`config.mk`:
```
export PLATFORM = sky130hd
export DESIGN_NAME = scale_session_controller_flat
export DESIGN_NICKNAME = d
export VERILOG_FILES = /design/src/rtl/scale_session_controller_pkg.sv /design/src/rtl/scale_session_controller_if.sv /design/src/rtl/scale_session_controller_weight_stability_filter.sv /design/src/rtl/scale_session_controller.sv /design/src/flat_wrapper.sv
export SDC_FILE = /design/constraint.sdc
export NUM_CORES = 1
export LEC_CHECK = 0
export CAP_MARGIN = 20
export CORE_UTILIZATION = 35
export DETAILED_ROUTE_END_ITERATION = 6
export PLACE_DENSITY_LB_ADDON = 0.05
export SLEW_MARGIN = 20
export SYNTH_ARGS = -nofsm -noshare
export SYNTH_HDL_FRONTEND = slang
export SYNTH_SLANG_ARGS = --single-unit
```
`constraint.sdc`:
```
create_clock -name clk -period 3.9 [get_ports clk]
set_input_delay 0.78 -clock clk [delete_from_list [all_inputs] [get_ports clk]]
set_output_delay 0.78 -clock clk [all_outputs]
set_load 0.01 [all_outputs]
```
`src/rtl/scale_session_controller_pkg.sv`:
```
// Shared types for the scale session controller: FSM states, result flag layout, field widths.
package scale_session_controller_pkg;

  typedef enum logic [2:0] {
    ST_IDLE   = 3'd0,
    ST_SETTLE = 3'd1,
    ST_EVAL   = 3'd2,
    ST_HOLD   = 3'd3,
    ST_ERR    = 3'd4
  } state_t;

  localparam int W_WEIGHT = 9;
  localparam int W_HEIGHT = 8;
  localparam int W_CODE   = 3;
  localparam int W_RANGE  = 8;
  localparam int W_FLAGS  = 7;

  // res_flags bit positions, MSB first
  localparam int RF_OVER         = 6;
  localparam int RF_NORM         = 5;
  localparam int RF_UNDER        = 4;
  localparam int RF_BMD_NORMAL   = 3;
  localparam int RF_BMD_ABNORMAL = 2;
  localparam int RF_TYPE         = 1;
  localparam int RF_VALID        = 0;

  function automatic logic [W_WEIGHT-1:0] abs_diff(input logic [W_WEIGHT-1:0] a,
                                                   input logic [W_WEIGHT-1:0] b);
    return (a >= b) ? (a - b) : (b - a);
  endfunction

endpackage

```
`src/rtl/scale_session_controller_if.sv`:
```
// Session bus: user/sample inputs, datapath drive and capture, and session status.
interface scale_session_controller_if;
  logic       start;
  logic       cancel;
  logic       ack;
  logic       sample_valid;
  logic [8:0] sample_weight;
  logic [7:0] height_in;
  logic       s_in;
  logic [2:0] code_tob_in;
  logic [2:0] bmdrange_in;

  logic [8:0] weight_o;
  logic [7:0] height_o;
  logic       s_o;
  logic [2:0] code_tob_o;
  logic [2:0] bmdrange_o;

  logic       ev_over;
  logic       ev_norm;
  logic       ev_under;
  logic [7:0] ev_range;
  logic       ev_bmd_normal;
  logic       ev_bmd_abnormal;
  logic       ev_type;

  logic [6:0] res_flags;
  logic [7:0] res_range;
  logic       busy;
  logic       done;
  logic       timeout_err;

  modport master (
    output start, cancel, ack, sample_valid, sample_weight, height_in, s_in,
           code_tob_in, bmdrange_in,
           ev_over, ev_norm, ev_under, ev_range, ev_bmd_normal, ev_bmd_abnormal, ev_type,
    input  weight_o, height_o, s_o, code_tob_o, bmdrange_o,
           res_flags, res_range, busy, done, timeout_err
  );

  modport slave (
    input  start, cancel, ack, sample_valid, sample_weight, height_in, s_in,
           code_tob_in, bmdrange_in,
           ev_over, ev_norm, ev_under, ev_range, ev_bmd_normal, ev_bmd_abnormal, ev_type,
    output weight_o, height_o, s_o, code_tob_o, bmdrange_o,
           res_flags, res_range, busy, done, timeout_err
  );
endinterface

```
`src/rtl/scale_session_controller_weight_stability_filter.sv`:
```
// Tracks a reference sample and counts consecutive in-tolerance samples; lock is a
// combinational pulse on the sample that brings the count to STABLE_CNT.
module scale_session_controller_weight_stability_filter
  import scale_session_controller_pkg::*;
#(
  parameter int STABLE_CNT = 4,
  parameter int TOL        = 2,
  parameter int MIN_WEIGHT = 20
) (
  input  logic                clk,
  input  logic                rst_n,
  input  logic                clr,
  input  logic                en,
  input  logic [W_WEIGHT-1:0] sample,
  output logic                lock
);

  logic [W_WEIGHT-1:0] ref_q, ref_d;
  logic [3:0]          stab_q, stab_d;

  always_comb begin
    ref_d  = ref_q;
    stab_d = stab_q;
    if (sample < W_WEIGHT'(MIN_WEIGHT)) begin
      stab_d = 4'd0;
    end else if (stab_q == 4'd0 || abs_diff(sample, ref_q) > W_WEIGHT'(TOL)) begin
      ref_d  = sample;
      stab_d = 4'd1;
    end else begin
      stab_d = stab_q + 4'd1;
    end
  end

  assign lock = en && (stab_d == 4'(STABLE_CNT));

  always_ff @(posedge clk or negedge rst_n) begin
    if (!rst_n) begin
      ref_q  <= '0;
      stab_q <= '0;
    end else if (clr) begin
      ref_q  <= '0;
      stab_q <= '0;
    end else if (en) begin
      ref_q  <= ref_d;
      stab_q <= stab_d;
    end
  end

endmodule

```
`src/rtl/scale_session_controller.sv`:
```
// Session FSM: settle on a stable weight, latch datapath inputs, wait EVAL_CYCLES,
// capture classifier results and hold them behind done/timeout_err until ack.
module scale_session_controller
  import scale_session_controller_pkg::*;
#(
  parameter int STABLE_CNT      = 4,
  parameter int TOL             = 2,
  parameter int MIN_WEIGHT      = 20,
  parameter int TIMEOUT_SAMPLES = 32,
  parameter int EVAL_CYCLES     = 2
) (
  input  logic                      clk,
  input  logic                      rst_n,
  scale_session_controller_if.slave bus
);

  state_t     state;
  logic [7:0] to_cnt;
  logic [7:0] to_next;
  logic [3:0] ev_cnt;
  logic       filt_clr;
  logic       filt_en;
  logic       lock;

  assign filt_clr = (state == ST_IDLE) && bus.start;
  assign filt_en  = (state == ST_SETTLE) && bus.sample_valid;
  assign to_next  = (to_cnt == 8'hFF) ? to_cnt : to_cnt + 8'd1;

  scale_session_controller_weight_stability_filter #(
    .STABLE_CNT (STABLE_CNT),
    .TOL        (TOL),
    .MIN_WEIGHT (MIN_WEIGHT)
  ) u_filter (
    .clk    (clk),
    .rst_n  (rst_n),
    .clr    (filt_clr),
    .en     (filt_en),
    .sample (bus.sample_weight),
    .lock   (lock)
  );

  always_ff @(posedge clk or negedge rst_n) begin
    if (!rst_n) begin
      state           <= ST_IDLE;
      to_cnt          <= '0;
      ev_cnt          <= '0;
      bus.weight_o    <= '0;
      bus.height_o    <= '0;
      bus.s_o         <= 1'b0;
      bus.code_tob_o  <= '0;
      bus.bmdrange_o  <= '0;
      bus.res_flags   <= '0;
      bus.res_range   <= '0;
      bus.busy        <= 1'b0;
      bus.done        <= 1'b0;
      bus.timeout_err <= 1'b0;
    end else begin
      case (state)
        ST_IDLE: begin
          if (bus.start) begin
            state    <= ST_SETTLE;
            to_cnt   <= '0;
            bus.busy <= 1'b1;
          end
        end
        ST_SETTLE: begin
          if (bus.cancel) begin
            state    <= ST_IDLE;
            bus.busy <= 1'b0;
          end else if (bus.sample_valid) begin
            to_cnt <= to_next;
            // a lock on the timeout sample still counts as a lock
            if (lock) begin
              state          <= ST_EVAL;
              ev_cnt         <= '0;
              bus.weight_o   <= bus.sample_weight;
              bus.height_o   <= bus.height_in;
              bus.s_o        <= bus.s_in;
              bus.code_tob_o <= bus.code_tob_in;
              bus.bmdrange_o <= bus.bmdrange_in;
            end else if (to_next >= 8'(TIMEOUT_SAMPLES)) begin
              state           <= ST_ERR;
              bus.busy        <= 1'b0;
              bus.timeout_err <= 1'b1;
            end
          end
        end
        ST_EVAL: begin
          if (bus.cancel) begin
            state    <= ST_IDLE;
            bus.busy <= 1'b0;
          end else if (ev_cnt == 4'(EVAL_CYCLES - 1)) begin
            state         <= ST_HOLD;
            bus.busy      <= 1'b0;
            bus.done      <= 1'b1;
            bus.res_range <= bus.ev_range;
            bus.res_flags <= {bus.ev_over, bus.ev_norm, bus.ev_under,
                              bus.ev_bmd_normal, bus.ev_bmd_abnormal, bus.ev_type, 1'b1};
          end else begin
            ev_cnt <= ev_cnt + 4'd1;
          end
        end
        ST_HOLD: begin
          if (bus.ack) begin
            state    <= ST_IDLE;
            bus.done <= 1'b0;
          end
        end
        ST_ERR: begin
          if (bus.ack) begin
            state           <= ST_IDLE;
            bus.timeout_err <= 1'b0;
          end
        end
        default: begin
          state           <= ST_IDLE;
          bus.busy        <= 1'b0;
          bus.done        <= 1'b0;
          bus.timeout_err <= 1'b0;
        end
      endcase
    end
  end

endmodule

```
`src/flat_wrapper.sv`:
```
// flat-port wrapper written by rule: the top's interface ports become plain ports
module scale_session_controller_flat import scale_session_controller_pkg::*;
#(
  parameter int STABLE_CNT      = 4,
  parameter int TOL             = 2,
  parameter int MIN_WEIGHT      = 20,
  parameter int TIMEOUT_SAMPLES = 32,
  parameter int EVAL_CYCLES     = 2
)
  (clk, rst_n, bus_start, bus_cancel, bus_ack, bus_sample_valid, bus_sample_weight, bus_height_in, bus_s_in, bus_code_tob_in, bus_bmdrange_in, bus_ev_over, bus_ev_norm, bus_ev_under, bus_ev_range, bus_ev_bmd_normal, bus_ev_bmd_abnormal, bus_ev_type, bus_weight_o, bus_height_o, bus_s_o, bus_code_tob_o, bus_bmdrange_o, bus_res_flags, bus_res_range, bus_busy, bus_done, bus_timeout_err);
  scale_session_controller_if bus_i ();
  input  logic clk;
  input  logic rst_n;
  input wire logic [$bits(bus_i.start)-1:0] bus_start;
  input wire logic [$bits(bus_i.cancel)-1:0] bus_cancel;
  input wire logic [$bits(bus_i.ack)-1:0] bus_ack;
  input wire logic [$bits(bus_i.sample_valid)-1:0] bus_sample_valid;
  input wire logic [$bits(bus_i.sample_weight)-1:0] bus_sample_weight;
  input wire logic [$bits(bus_i.height_in)-1:0] bus_height_in;
  input wire logic [$bits(bus_i.s_in)-1:0] bus_s_in;
  input wire logic [$bits(bus_i.code_tob_in)-1:0] bus_code_tob_in;
  input wire logic [$bits(bus_i.bmdrange_in)-1:0] bus_bmdrange_in;
  input wire logic [$bits(bus_i.ev_over)-1:0] bus_ev_over;
  input wire logic [$bits(bus_i.ev_norm)-1:0] bus_ev_norm;
  input wire logic [$bits(bus_i.ev_under)-1:0] bus_ev_under;
  input wire logic [$bits(bus_i.ev_range)-1:0] bus_ev_range;
  input wire logic [$bits(bus_i.ev_bmd_normal)-1:0] bus_ev_bmd_normal;
  input wire logic [$bits(bus_i.ev_bmd_abnormal)-1:0] bus_ev_bmd_abnormal;
  input wire logic [$bits(bus_i.ev_type)-1:0] bus_ev_type;
  output wire logic [$bits(bus_i.weight_o)-1:0] bus_weight_o;
  output wire logic [$bits(bus_i.height_o)-1:0] bus_height_o;
  output wire logic [$bits(bus_i.s_o)-1:0] bus_s_o;
  output wire logic [$bits(bus_i.code_tob_o)-1:0] bus_code_tob_o;
  output wire logic [$bits(bus_i.bmdrange_o)-1:0] bus_bmdrange_o;
  output wire logic [$bits(bus_i.res_flags)-1:0] bus_res_flags;
  output wire logic [$bits(bus_i.res_range)-1:0] bus_res_range;
  output wire logic [$bits(bus_i.busy)-1:0] bus_busy;
  output wire logic [$bits(bus_i.done)-1:0] bus_done;
  output wire logic [$bits(bus_i.timeout_err)-1:0] bus_timeout_err;
  assign bus_i.start = bus_start;
  assign bus_i.cancel = bus_cancel;
  assign bus_i.ack = bus_ack;
  assign bus_i.sample_valid = bus_sample_valid;
  assign bus_i.sample_weight = bus_sample_weight;
  assign bus_i.height_in = bus_height_in;
  assign bus_i.s_in = bus_s_in;
  assign bus_i.code_tob_in = bus_code_tob_in;
  assign bus_i.bmdrange_in = bus_bmdrange_in;
  assign bus_i.ev_over = bus_ev_over;
  assign bus_i.ev_norm = bus_ev_norm;
  assign bus_i.ev_under = bus_ev_under;
  assign bus_i.ev_range = bus_ev_range;
  assign bus_i.ev_bmd_normal = bus_ev_bmd_normal;
  assign bus_i.ev_bmd_abnormal = bus_ev_bmd_abnormal;
  assign bus_i.ev_type = bus_ev_type;
  assign bus_weight_o = bus_i.weight_o;
  assign bus_height_o = bus_i.height_o;
  assign bus_s_o = bus_i.s_o;
  assign bus_code_tob_o = bus_i.code_tob_o;
  assign bus_bmdrange_o = bus_i.bmdrange_o;
  assign bus_res_flags = bus_i.res_flags;
  assign bus_res_range = bus_i.res_range;
  assign bus_busy = bus_i.busy;
  assign bus_done = bus_i.done;
  assign bus_timeout_err = bus_i.timeout_err;
  scale_session_controller #(.STABLE_CNT(STABLE_CNT), .TOL(TOL), .MIN_WEIGHT(MIN_WEIGHT), .TIMEOUT_SAMPLES(TIMEOUT_SAMPLES), .EVAL_CYCLES(EVAL_CYCLES)) u_core (.clk(clk), .rst_n(rst_n), .bus(bus_i));
endmodule
```
==> out/qor.csv <==
stage,metric,value,unit
clock_tree,cts_buffers,9,
power_and_ir_drop,total_leakage_power,2.683,nW
setup_path,slowest_stage,clkdlybuf4s50_1,
timing,period_share,0.9518,
power_and_ir_drop,ir_drop,0.2313,mV
yosys,synthDistinctLibCells,57,
yosys,synth_edf_count,0,
final_layout,areaGrowthSynthToFinish,37.65,%
final_layout,n_antenna_cell,0,
min_path,hold_path_class,flip-flop to flip-flop,
power_and_ir_drop,power.density,500.4,nW/um2
global_route,grt_pass1_vias,3354,
routing,drt-initial-drc-count,111,
outcome,status,finished clean,
yosys,avgSynthCellArea,10.26,um2
setup_path,critPathTopFamily,compound AO/OA/AOI/OAI gates,
setup_path,critPathBufInv,2,
yosys,syn_area,4071,um2
clock_tree,cts_htree_levels,3,
clock_tree,cts_sinks,70,
timing,setup_viol,0,
place,place_hpwl,7109,um
setup_path,path_class,input port to flip-flop,
final_layout,nets,588,
timing,max_slew_margin,0.4025,
yosys,ys_seq_area_frac,0.4302,
floorplanning,die_y,109.9,um
final_layout,fin_cells,666,
setup_path,crit_path_max_fanout,8,
clock_tree,clockBufferDepth,2,
yosys,synth.net_count,465,
routing,drc,0,
floorplanning,num_rows,39,
yosys,yosysWarnings,0,
global_route,grt_max_degree,71,
clock_tree,cts_setup_buffers,0,
floorplanning,start_util,0.3581,
global_route,grt_pass1_wl,15780,um
floorplanning,fp.dieArea,12070,um2
floorplanning,io_pins,86,
timing,rsz0062_at_grt,yes,
setup_path,worstSetupEndpointType,flip-flop,
setup_path,crit_path_start_kind,input port,
clock_tree,insertion_delay,330,ps
routing,viasPerCell,4.886,
place,place_inst,652,
timing,final_max_slew_viol_count,0,
global_route,grt_overflow,0,
routing,final_antenna_net_count,0,
routing,num_vias,3254,
yosys,synth_cells,397,
setup_path,cp_cell_sequence,"clkdlybuf4s50_1, ha_1, inv_1, fa_1, xnor2_1, o21ai_0, or3b_2, a211oi_1, nand4_1, a22oi_4, nand3_2, o21a_1, o22a_1",
timing,worstMarginPinSlew,896.3,ps
routing,drt-pass1-iter-count,6,
job,drv_cap,0,
final_layout,finalInstanceArea,5604,um2
final_layout,drive_gt1_frac,0.1989,
setup_path,cpPeakStageDelay,530,ps
setup_path,crit_required,4110,ps
global_route,grt_usage,0.1728,
place,post-place-ws,-264.4,ps
timing,finClkSkew,5.382,ps
yosys,ys_ff_latch,70,
floorplanning,die_w,109.9,um
yosys,async_flop_share,1.000,
clock_tree,post_cts_resized,0,
routing,wl_per_cell,14.21,um
place,post_dp_cell_area,5343,um2
place,portBuffers,85,
clock_tree,cts_tree,yes,
timing,finalHoldViolations,0,
place,gp_congestion,0.8773,
setup_path,cp.arrival,3920,ps
yosys,dominantRegCellSynth,dfrtp_1,
floorplanning,coreArea,11370,um2
timing,finalCriticalPeriod,3712,ps
timing,setup_ws,188.1,ps
clock_tree,path_clk_slew,50,ps
routing,wl,9462,um
timing,clock.fmax,0.2694,GHz
clock_tree,postCtsHoldBufs,0,
global_route,antenna_found_initial,0,
clock_tree,cts_root_buffer,clkbuf_16,
## logic make-up after synthesis
| family | after synthesis | synth area share |
|---|---|---|
| and+or+nand+nor | 128 | 0.1561 |
| AOI/OAI and AO/OA | 70 | 0.1171 |
| DFF | 70 | 0.4302 |
| muxes | 52 | 0.1555 |
| buffers and inverters | 45 | 0.04641 |
| adders and majority gates | 24 | 0.07744 |
| xor gates and xnor gates | 8 | 0.01721 |
## cells in the final DEF, fill, tap and decap left out, drive strengths merged, types with 4 or more instances in the layout
cell	netlist	routed
clkdlybuf4s50	0	84
dfrtp	70	70
buf	6	41
mux2	39	39
nand2	37	37
inv	32	32
nor2	30	30
ha	22	22
o21ai	20	20
nand3	17	17
a21oi	16	16
mux2i	13	13
clkbuf	7	12
nor3	9	9
nand2b	7	7
nand4	6	6
xnor2	6	6
and3	4	4
a211o	4	4
a211oi	4	4
## cells in the mapped netlist (4+ instances only)
cell / count / area share
mux2_2: 21 / 0.058
a21oi_1: 15 / 0.018
nor2_1: 29 / 0.027
nand4_1: 6 / 0.0092
nand2_1: 37 / 0.034
nand2b_1: 7 / 0.011
ha_1: 22 / 0.068
and3_1: 4 / 0.0061
nor3_1: 9 / 0.011
mux2_4: 17 / 0.063
inv_1: 32 / 0.030
mux2i_1: 13 / 0.032
a211o_1: 4 / 0.0086
o21ai_0: 20 / 0.025
dfrtp_1: 70 / 0.43
xnor2_1: 6 / 0.013
buf_2: 4 / 0.0049
clkbuf_1: 7 / 0.0065
a211oi_1: 4 / 0.0074
nand3_1: 15 / 0.018
## power breakdown
part,switching (mW),internal (mW)
Sequential,0.0764,0.802
Clock,0.288,0.438
Combinational,0.627,0.573
## final cells by class
class	count	area (um2)
Tap cell	143	178.9
Clock inverter	2	10.01
Sequential cell	70	1752
Fill cell	1084	5766
Multi-Input combinational cell	282	2136
Inverter	32	120.1
Clock buffer	12	246.5
Timing Repair Buffer	125	1161
## registers in the layout, indices dropped and copies added, names as in the netlist
signal / count
u_core.bus.bmdrange_o: 3
u_core.bus.busy: 1
u_core.bus.code_tob_o: 3
u_core.bus.done: 1
u_core.bus.height_o: 8
u_core.bus.res_flags: 7
u_core.bus.res_range: 8
u_core.bus.s_o: 1
u_core.bus.timeout_err: 1
u_core.bus.weight_o: 9
u_core.ev_cnt: 4
u_core.state: 3
u_core.to_cnt: 8
u_core.u_filter.ref_q: 9
u_core.u_filter.stab_q: 4
## metal layers
metal	global-route usage	share of wire	vias to the layer above
li1	-	-	1638
met4	0.09524	0.027	0
met5	0	0	-
met3	0.03023	0.027	14
met2	0.2741	0.46	53
met1	0.2228	0.49	1549
## metrics by stage
stage / TNS [ps] / utilization / hold slack [ps] / power, mW
floorplan: 0 / - / 450.1 / 1.647
global route: -24.39 / 0.4929 / 517.4 / 3.019
CTS: 0 / 0.4925 / 489.0 / 2.838
detailed placement: -5906 / 0.4699 / 459.3 / 2.092
finish: 0 / 0.4929 / 484.1 / 2.804
global placement: -4219 / 0.4699 / 449.0 / 2.088
## final timing paths
kind | startpoint | to | slack (ps) | cells past startpoint
min | u_core.bus.res_flags[0]$_DFFE_PN0P_ | u_core.bus.res_flags[0]$_DFFE_PN0P_ | 480 | 1
max | bus_sample_weight[0] | u_core.state[2]$_DFFE_PN0P_ | 190 | 13
min in group asynchronous | rst_n | u_core.ev_cnt[3]$_DFFE_PN0P_ | 540 | 1
max reg2reg | u_core.u_filter.ref_q[0]$_DFFE_PN0P_ | u_core.state[2]$_DFFE_PN0P_ | 730 | 13
max in group asynchronous | rst_n | u_core.u_filter.ref_q[3]$_DFFE_PN0P_ | 2740 | 1
min reg2reg | u_core.bus.res_flags[0]$_DFFE_PN0P_ | u_core.bus.res_flags[0]$_DFFE_PN0P_ | 480 | 1
No activity file was read; power rests on OpenSTA's default activity.
